`src/rtl/mem_port_pkg.sv`:
```
// Shared encodings for the byte-serial memory port: request-code fields,
// length codes, FSM state constants and the byte-count helper.
package mem_port_pkg;

  localparam int ME_EN     = 4;
  localparam int ME_LEN_HI = 3;
  localparam int ME_LEN_LO = 2;
  localparam int ME_WR     = 1;
  localparam int ME_SX     = 0;

  localparam logic [1:0] LEN_BYTE = 2'b00;
  localparam logic [1:0] LEN_HALF = 2'b01;
  localparam logic [1:0] LEN_WORD = 2'b11;

  // State set {IDLE, ACC, DONE}, kept as plain constants for legacy tools.
  localparam logic [1:0] ST_IDLE = 2'd0;
  localparam logic [1:0] ST_ACC  = 2'd1;
  localparam logic [1:0] ST_DONE = 2'd2;

  // The unused code 2'b10 is folded into a full word access.
  function automatic logic [2:0] byteCount(input logic [1:0] len);
    logic [2:0] n;
    case (len)
      LEN_BYTE: n = 3'd1;
      LEN_HALF: n = 3'd2;
      default:  n = 3'd4;
    endcase
    return n;
  endfunction

endpackage

```
`src/rtl/mem_port_byte_lane.sv`:
```
// mem_byte_lane: collects load bytes one at a time (little-endian) and
// presents them zero- or sign-extended to 32 bits.
module mem_byte_lane
  import mem_port_pkg::*;
(
  input  logic        clk_i,
  input  logic        rst_ni,
  input  logic        clear_i,
  input  logic        capture_i,
  input  logic [1:0]  index_i,
  input  logic [7:0]  byte_i,
  input  logic [1:0]  len_i,
  input  logic        signExt_i,
  output logic [31:0] data_o
);

  logic [31:0] raw_q;
  logic [31:0] raw_d;

  always_comb begin
    raw_d = raw_q;
    if (clear_i) begin
      raw_d = '0;
    end else if (capture_i) begin
      raw_d[{index_i, 3'b000} +: 8] = byte_i;
    end
  end

  always_ff @(posedge clk_i) begin
    if (!rst_ni) begin
      raw_q <= '0;
    end else begin
      raw_q <= raw_d;
    end
  end

  always_comb begin
    data_o = raw_q;
    case (len_i)
      LEN_BYTE: data_o = {{24{signExt_i & raw_q[7]}}, raw_q[7:0]};
      LEN_HALF: data_o = {{16{signExt_i & raw_q[15]}}, raw_q[15:0]};
      default:  data_o = raw_q;
    endcase
  end

endmodule

```
`src/rtl/mem_port.sv`:
```
// mem_port: sequences byte/half/word loads and stores over a byte-wide RAM,
// stalling the pipeline while the access is in flight.
module mem_port
  import mem_port_pkg::*;
(
  input  logic        clk,
  input  logic        rst,
  input  logic [4:0]  mem_e,
  input  logic [31:0] mem_a,
  input  logic [31:0] mem_n,
  input  logic [4:0]  wa,
  input  logic        we,
  output logic [31:0] res_o,
  output logic [4:0]  wa_o,
  output logic        we_o,
  output logic        stall,
  output logic        done,
  output logic [31:0] ram_a,
  output logic        ram_wr,
  output logic [7:0]  ram_dout,
  input  logic [7:0]  ram_din
);

  logic [1:0]        state_q, state_d;
  logic [2:0]        k_q, k_d;
  logic [ME_LEN_HI:0] ctl_q, ctl_d;
  logic [31:0]       addr_q, addr_d;
  logic [31:0]       data_q, data_d;
  logic [4:0]        wa_q, wa_d;
  logic              we_q, we_d;
  logic [31:0]       ramA_q, ramA_d;
  logic              ramWr_q, ramWr_d;
  logic [7:0]        ramDout_q, ramDout_d;

  logic        accept;
  logic        inAcc;
  logic        isStore;
  logic [2:0]  nBytes;
  logic [2:0]  lastK;
  logic [2:0]  kNext;
  logic        accEnd;
  logic        capture;
  logic [1:0]  laneIdx;
  logic [31:0] laneData;

  assign inAcc   = (state_q == ST_ACC);
  assign accept  = !inAcc && mem_e[ME_EN];
  assign isStore = ctl_q[ME_WR];
  assign nBytes  = byteCount(ctl_q[ME_LEN_HI:ME_LEN_LO]);
  // Loads need one extra ACC cycle because RAM data trails the address.
  assign lastK   = isStore ? (nBytes - 3'd1) : nBytes;
  assign kNext   = k_q + 3'd1;
  assign accEnd  = inAcc && (k_q == lastK);
  assign capture = inAcc && !isStore && (k_q != 3'd0);
  assign laneIdx = k_q[1:0] - 2'd1;

  always_comb begin
    state_d   = state_q;
    k_d       = k_q;
    ctl_d     = ctl_q;
    addr_d    = addr_q;
    data_d    = data_q;
    wa_d      = wa_q;
    we_d      = we_q;
    ramA_d    = ramA_q;
    ramWr_d   = 1'b0;
    ramDout_d = ramDout_q;
    if (inAcc) begin
      if (accEnd) begin
        state_d = ST_DONE;
      end else begin
        k_d     = kNext;
        ramA_d  = addr_q + {29'd0, kNext};
        ramWr_d = isStore;
        if (isStore) begin
          ramDout_d = data_q[{kNext[1:0], 3'b000} +: 8];
        end
      end
    end else if (accept) begin
      state_d = ST_ACC;
      k_d     = 3'd0;
      ctl_d   = mem_e[ME_LEN_HI:0];
      addr_d  = mem_a;
      data_d  = mem_n;
      wa_d    = wa;
      we_d    = we;
      ramA_d  = mem_a;
      ramWr_d = mem_e[ME_WR];
      if (mem_e[ME_WR]) begin
        ramDout_d = mem_n[7:0];
      end
    end else begin
      state_d = ST_IDLE;
    end
  end

  always_ff @(posedge clk) begin
    if (!rst) begin
      state_q   <= ST_IDLE;
      k_q       <= '0;
      ctl_q     <= '0;
      addr_q    <= '0;
      data_q    <= '0;
      wa_q      <= '0;
      we_q      <= 1'b0;
      ramA_q    <= '0;
      ramWr_q   <= 1'b0;
      ramDout_q <= '0;
    end else begin
      state_q   <= state_d;
      k_q       <= k_d;
      ctl_q     <= ctl_d;
      addr_q    <= addr_d;
      data_q    <= data_d;
      wa_q      <= wa_d;
      we_q      <= we_d;
      ramA_q    <= ramA_d;
      ramWr_q   <= ramWr_d;
      ramDout_q <= ramDout_d;
    end
  end

  mem_byte_lane u_lane (
    .clk_i     (clk),
    .rst_ni    (rst),
    .clear_i   (accept),
    .capture_i (capture),
    .index_i   (laneIdx),
    .byte_i    (ram_din),
    .len_i     (ctl_q[ME_LEN_HI:ME_LEN_LO]),
    .signExt_i (ctl_q[ME_SX]),
    .data_o    (laneData)
  );

  // A request waiting in IDLE is stalled, so its writeback is suppressed.
  always_comb begin
    res_o = mem_a;
    wa_o  = wa;
    we_o  = we;
    case (state_q)
      ST_ACC: begin
        res_o = addr_q;
        wa_o  = wa_q;
        we_o  = 1'b0;
      end
      ST_DONE: begin
        res_o = isStore ? addr_q : laneData;
        wa_o  = wa_q;
        we_o  = isStore ? 1'b0 : we_q;
      end
      default: begin
        if (mem_e[ME_EN]) begin
          we_o = 1'b0;
        end
      end
    endcase
  end

  assign stall    = inAcc || accept;
  assign done     = (state_q == ST_DONE);
  assign ram_a    = ramA_q;
  assign ram_wr   = ramWr_q;
  assign ram_dout = ramDout_q;

endmodule

```
`config.mk`:
```
export PLATFORM = sky130hd
export DESIGN_NAME = mem_port
export DESIGN_NICKNAME = d
export VERILOG_FILES = /design/src/rtl/mem_port_pkg.sv /design/src/rtl/mem_port_byte_lane.sv /design/src/rtl/mem_port.sv
export SDC_FILE = /design/constraint.sdc
export NUM_CORES = 1
export LEC_CHECK = 0
export ABC_AREA = 1
export BUFFER_PORTS_ARGS = -buffer_cell sky130_fd_sc_hd__buf_2
export CORE_MARGIN = 4
export CORE_UTILIZATION = 55
export DETAILED_ROUTE_END_ITERATION = 7
export PLACE_DENSITY = 0.82
export SYNTH_ARGS = -nofsm -noshare
export SYNTH_HDL_FRONTEND = slang
export SYNTH_SLANG_ARGS = --single-unit
```
`constraint.sdc`:
```
create_clock -name clk -period 3.7 [get_ports clk]
set_input_delay 0 -clock clk [delete_from_list [all_inputs] [get_ports clk]]
set_output_delay 0 -clock clk [all_outputs]
set_load 0.01 [all_outputs]
```
# Yosys cells after proc, flatten, opt, wreduce, memory -nomap -nowiden
# Cells that the tools add are included.
[totals]
regBits = 152
in_bits = 85
out_inout_bits = 81
wordCells = 73
[op_classes]
n_addsub = 5
n_eq_ne = 7
shift = 3
mux = 27
bitwise = 4
reduce_logical = 16
[op_table]
columns = ["cell", "count"]
rows = [
  ["32-bit two-way mux", 4],
  ["32-bit one-hot mux with 2 select lines", 2],
  ["8-bit two-way mux", 5],
  ["32-bit by 3-bit adder with 32-bit output", 1],
  ["32-bit bitwise mux", 1],
  ["8-bit by 7-bit variable shift with 32-bit output, first input constant", 1],
  ["32-bit by 6-bit indexed part select with 8-bit output", 1],
  ["8-bit by 7-bit indexed part select with 32-bit output", 1],
  ["3-bit two-way mux", 4],
  ["5-bit negator with 7-bit output", 1],
  ["1-bit two-way mux", 6],
  ["3-bit one-hot mux with 2 select lines", 1],
  ["5-bit two-way mux", 1],
  ["2-bit by 1-bit == test with 1-bit output, second input constant", 2],
  ["1-bit logical AND", 4],
  ["2-bit two-way mux", 2],
  ["2-bit != test, second input constant", 2],
  ["2-bit AND reduction", 2],
  ["4-bit AND reduction", 1],
  ["2-bit nonzero test", 2],
  ["2-bit OR reduction", 2],
  ["3-bit by 1-bit adder with 3-bit output, second input constant", 1],
  ["3-bit == test", 1],
  ["3-bit nonzero test", 1],
  ["10 further kinds", 13],
]

# Logic depth before layout (Yosys ltp)
[depth]
depth_word = 8
ltp_mapped = 18
depth_no_buf = 16

# By module
# Synthesis repeated with hierarchy kept, for this count alone.
[hier_totals]
hier_cells = 1383
area_unflattened_um2 = 8697.1
[by_module_without_submodules]
columns = ["mod", "instances", "cells_each", "area_each_um2"]
rows = [
  ["mem_port", 1, 1117, 6980.4],
  ["mem_byte_lane", 1, 266, 1716.6],
]

# Worst setup path before layout
# Ideal clock, no wire load.
[synth_timing]
path_type = "register -> register"
start = "register k_q[0]"
end = "register ramA_q[20], in the netlist ram_a[20]"
t_arrival_ns = 2.742
required_time_ns = 3.584
setup_slack_ns = 0.843
path_stages_with_launch = 17
path_buffers = 2
cell_sequence = "dfxtp_1 -> buf_2 -> inv_1 -> clkbuf_1 -> ha_1 -> clkinv_1 -> fa_1 -> inv_1 -> nand3_1 -> nand2_1 -> nand3_1 -> nor2_1 -> nand2_1 -> nand2_1 -> o21ai_0 -> nor2_1 -> nor2_1"
[synth_via]
elab_chain_len = 4
[synth_rtl]
columns = ["element", "line", "rtl"]
rows = [
  ["from (decl)", "mem_port.sv:25", "logic [2:0] k_q, k_d;"],
  ["from (signal assigned)", "mem_port.sv:111", "k_q <= k_d;"],
  ["3-bit by 1-bit adder with 3-bit output or 3-bit == test (tied branches)", "mem_port.sv:52, mem_port.sv:53", ""],
  ["32-bit by 3-bit adder with 32-bit output or 1-bit logical AND (tied branches)", "mem_port.sv:73, mem_port.sv:53", ""],
  ["32-bit two-way mux or 2-bit != test (tied branches)", "--", ""],
  ["32-bit two-way mux or 2-bit AND reduction (tied branches)", "--", ""],
  ["to (signal assigned)", "mem_port.sv:117", "ramA_q <= ramA_d;"],
  ["to (decl)", "mem_port.sv:31", "logic [31:0] ramA_q, ramA_d;"],
]
# Parallel ways exist; a longest one is shown, timed or not. The select of a mux whose other input is x is not followed.
# A chain may end at the register's enable or synchronous reset.

# Worst setup path after layout
[layout_timing]
start = "register k_q[1]"
end = "register ramA_q[20], in the netlist ram_a[20]"
# The elaborated chain is that of the path after synthesis.

==> results.json <==
{
  "path_cells": "inv_1 > ha_1 > clkinv_1 > fa_1 > inv_1 > nand3_1 > nand2_1 > nand3_1 > nor2_1 > nand2_1 > nand2_1 > o21ai_0 > nor2_1 > nor2_1",
  "fillCellCount": 1195,
  "slew_headroom_pct": 36.9,
  "clockPowerShare_pct": 40.8,
  "grt_max_degree": 85,
  "cts.path.max_buffers": 2,
  "yosys_warnings": 0,
  "grt_usage_pct": 33.8,
  "cts_tree": "yes",
  "drcViolationCount": 0,
  "crit_type": "flip-flop to flip-flop",
  "p_sw_mw": 1.44,
  "power.internal_mw": 3.27,
  "crit-reg2reg-launch": "k_q[1]$_SDFFE_PN0P_",
  "io_pins": 166,
  "worstRegToRegCells": 14,
  "r2r_slack_ps": 630,
  "power_density_nw_per_um2": 441,
  "fin_crit_ps": 3070,
  "numCtsBuffers": 17,
  "n_antenna_cell": 0,
  "die-area_sq_um": 17300,
  "worstPathRequired_ps": 4020,
  "antenna_found_initial": 0,
  "synth_cells": 1295,
  "min_from": "mem_e[4]",
  "grt_pass1_vias": 9317,
  "clock_skew_ps": 9.81,
  "cts_root_buf": "clkbuf_16",
  "hpwl_um": 19500,
  "peakVddDrop_mv": 0.427,
  "post_cts_resize_count": 0,
  "min_path_cells": 4,
  "num_rows": 44,
  "hold_viol_final": 0,
  "slew_violations": 0,
  "seqPwrFrac_pct": 38.9,
  "postRouteAntennaNets": 0,
  "syn_area_per_cell_sq_um": 6.48,
  "finish.net_count": 1595,
  "max_stage_delay_ps": 530,
  "clk_pin_slew_ps": 60,
  "vias": 9889,
  "final.period_utilization_pct": 83.0,
  "core_area_sq_um": 14800,
  "htreeDepth": 4,
  "layout_common_cells": "nand2_1 (298), nor2_1 (223), buf_2 (165)",
  "clock_latency_ps": 440,
  "start_kind": "flip-flop",
  "fmax_mhz": 326,
  "ctsHoldBuffers": 81,
  "grt-ovfl-total": 0,
  "tightestPinTransition_ps": 946,
  "cp_data_arrival_time_ps": 3390,
  "rsz0062_at_grt": "no",
  "run_status": "complete, no violations",
  "tns_ps": 0,
  "drt-total-wl_um": 30100,
  "cap_violations": 0,
  "cts_sinks": 152,
  "first_iter_violations": 1120,
  "grt_pass1_wl_um": 47900,
  "hold_path_class": "input pin to flip-flop",
  "drive_gt1_share_pct": 15.6,
  "ys_seq_elements": 152,
  "synth_cell_type_count": 39,
  "dr.pass1.iters": 6,
  "finalSetupViolations": 0,
  "area_growth_pct": 27.1,
  "routed_via_density": 5.84,
  "die_x_um": 132,
  "power.share.combinational_pct": 20.3,
  "cp_max_fo": 10,
  "worst_hold_path.endpoint": "data_q[5]$_SDFFE_PN0P_",
  "syn_nets": 1393,
  "netlist_area_sq_um": 8390,
  "fin_util_pct": 72.3,
  "final_common_cell": "nand2_1",
  "synth_seq_area_share_pct": 36.3,
  "post_cts_buffers": 0,
  "initial_core_util_pct": 56.9,
  "critPathSlowestCell": "fa_1",
  "switching_share_pct": 30.6,
  "worstSetupEndpointType": "flip-flop",
  "reg2reg_to": "ram_a[20]$_SDFFE_PN0P_",
  "p_leak_nw": 4.80,
  "io_buffer_count": 165,
  "die_h_um": 132,
  "routedWlPerCell_um": 17.8,
  "gp_congestion": 0.945
}
## cell type report
cell class              count  area, sq um  share of cell area [%]
repair buffers            261         1750                    16.4
inverters                 112          425                    3.99
clock buffers              19          453                    4.25
well taps                 184          230                    2.16
clock inverters            12          186                    1.75
flip-flops and latches    152         3040                    28.5
multi-input cells         953         4580                    42.9
## power groups by stage
stage / logic [mW] / clock network (mW) / registers [mW]
after CTS: 0.928 / 1.91 / 1.83
after detailed placement: 0.855 / 0 / 1.86
after floorplan: 0.535 / 0 / 1.86
after global placement: 0.845 / 0 / 1.86
final: 0.956 / 1.92 / 1.83
after global routing: 1.04 / 1.99 / 1.84
## logic make-up (layout without fill, tap and decap cells)
family	count (synthesis)	count (layout)	share of synthesized area, %
buf+inv	190	404	9.29
compound gates	313	313	21.5
simple gates	625	625	30.7
fa+ha+maj	13	13	2.03
xor+xnor	2	2	0.209
flops	152	152	36.3
## metrics by stage
stage	power [mW]	setup WS [ps]	instance area, sq um	std cells	hold slack (ps)
final	4.71	631	10700	1693	196
after global routing	4.88	452	10700	1693	201
after CTS	4.67	713	10700	1693	196
after detailed placement	2.72	726	9210	1581	227
after global placement	2.71	902	9210	1581	221
after floorplan	2.40	843	8390	1295	115
## metal layers
| metal | share of wire (%) | track usage [%] | routed length, um |
|---|---|---|---|
| met5 | 0 | 0 | 0 |
| met4 | 5.5 | 18.3 | 1660 |
| met3 | 9.2 | 7.84 | 2760 |
| met2 | 47 | 56.4 | 14000 |
| met1 | 39 | 40.3 | 11600 |
## sequential cells by signal, summed over array words and instances, names as in the netlist
name,flops
data_q,32
addr_q,32
wa_q,5
ram_dout,8
ram_wr,1
state_q,2
we_q,1
k_q,3
ctl_q,4
u_lane.raw_q,32
ram_a,32
## critical path: cells and delay by family, from the launching register on
family	cells	cell delay, ps
simple gates	8	1020
flops	1	420
buf+inv	3	570
fa+ha+maj	2	850
compound gates	1	80
## worst max-delay path by stage
stage                        startpoint                     end  cells after the start
floorplan           k_q[0]$_SDFFE_PN0P_  ram_a[20]$_SDFFE_PN0P_                     16
global placement    k_q[1]$_SDFFE_PN0P_  ram_a[20]$_SDFFE_PN0P_                     14
detailed placement  k_q[1]$_SDFFE_PN0P_  ram_a[20]$_SDFFE_PN0P_                     14
CTS                 k_q[1]$_SDFFE_PN0P_  ram_a[20]$_SDFFE_PN0P_                     14
global route        k_q[1]$_SDFFE_PN0P_  ram_a[10]$_SDFFE_PN0P_                     14
finish              k_q[1]$_SDFFE_PN0P_  ram_a[20]$_SDFFE_PN0P_                     14
## cell usage after synthesis (all sizes together)
cell type / number / area share (%)
o21bai: 1 / 0.089
o22ai: 35 / 2.6
fa: 1 / 0.24
o31ai: 1 / 0.089
nor4: 1 / 0.075
or3: 8 / 0.60
clkinv: 1 / 0.045
o221ai: 8 / 0.83
and2: 1 / 0.075
inv: 111 / 5.0
a21oi: 70 / 4.2
o211ai: 16 / 1.4
nor3: 5 / 0.30
nand3: 57 / 3.7
dfxtp: 152 / 36
nor2: 227 / 10
buf: 20 / 1.6
a22oi: 1 / 0.089
nand2: 305 / 14
o21ai: 123 / 7.3
xor2: 2 / 0.21
nand4: 12 / 0.89
clkbuf: 58 / 2.6
a31oi: 33 / 2.5
nand3b: 9 / 0.81
ha: 12 / 1.8
a211oi: 25 / 2.4
(Power assumes the default switching activity.)
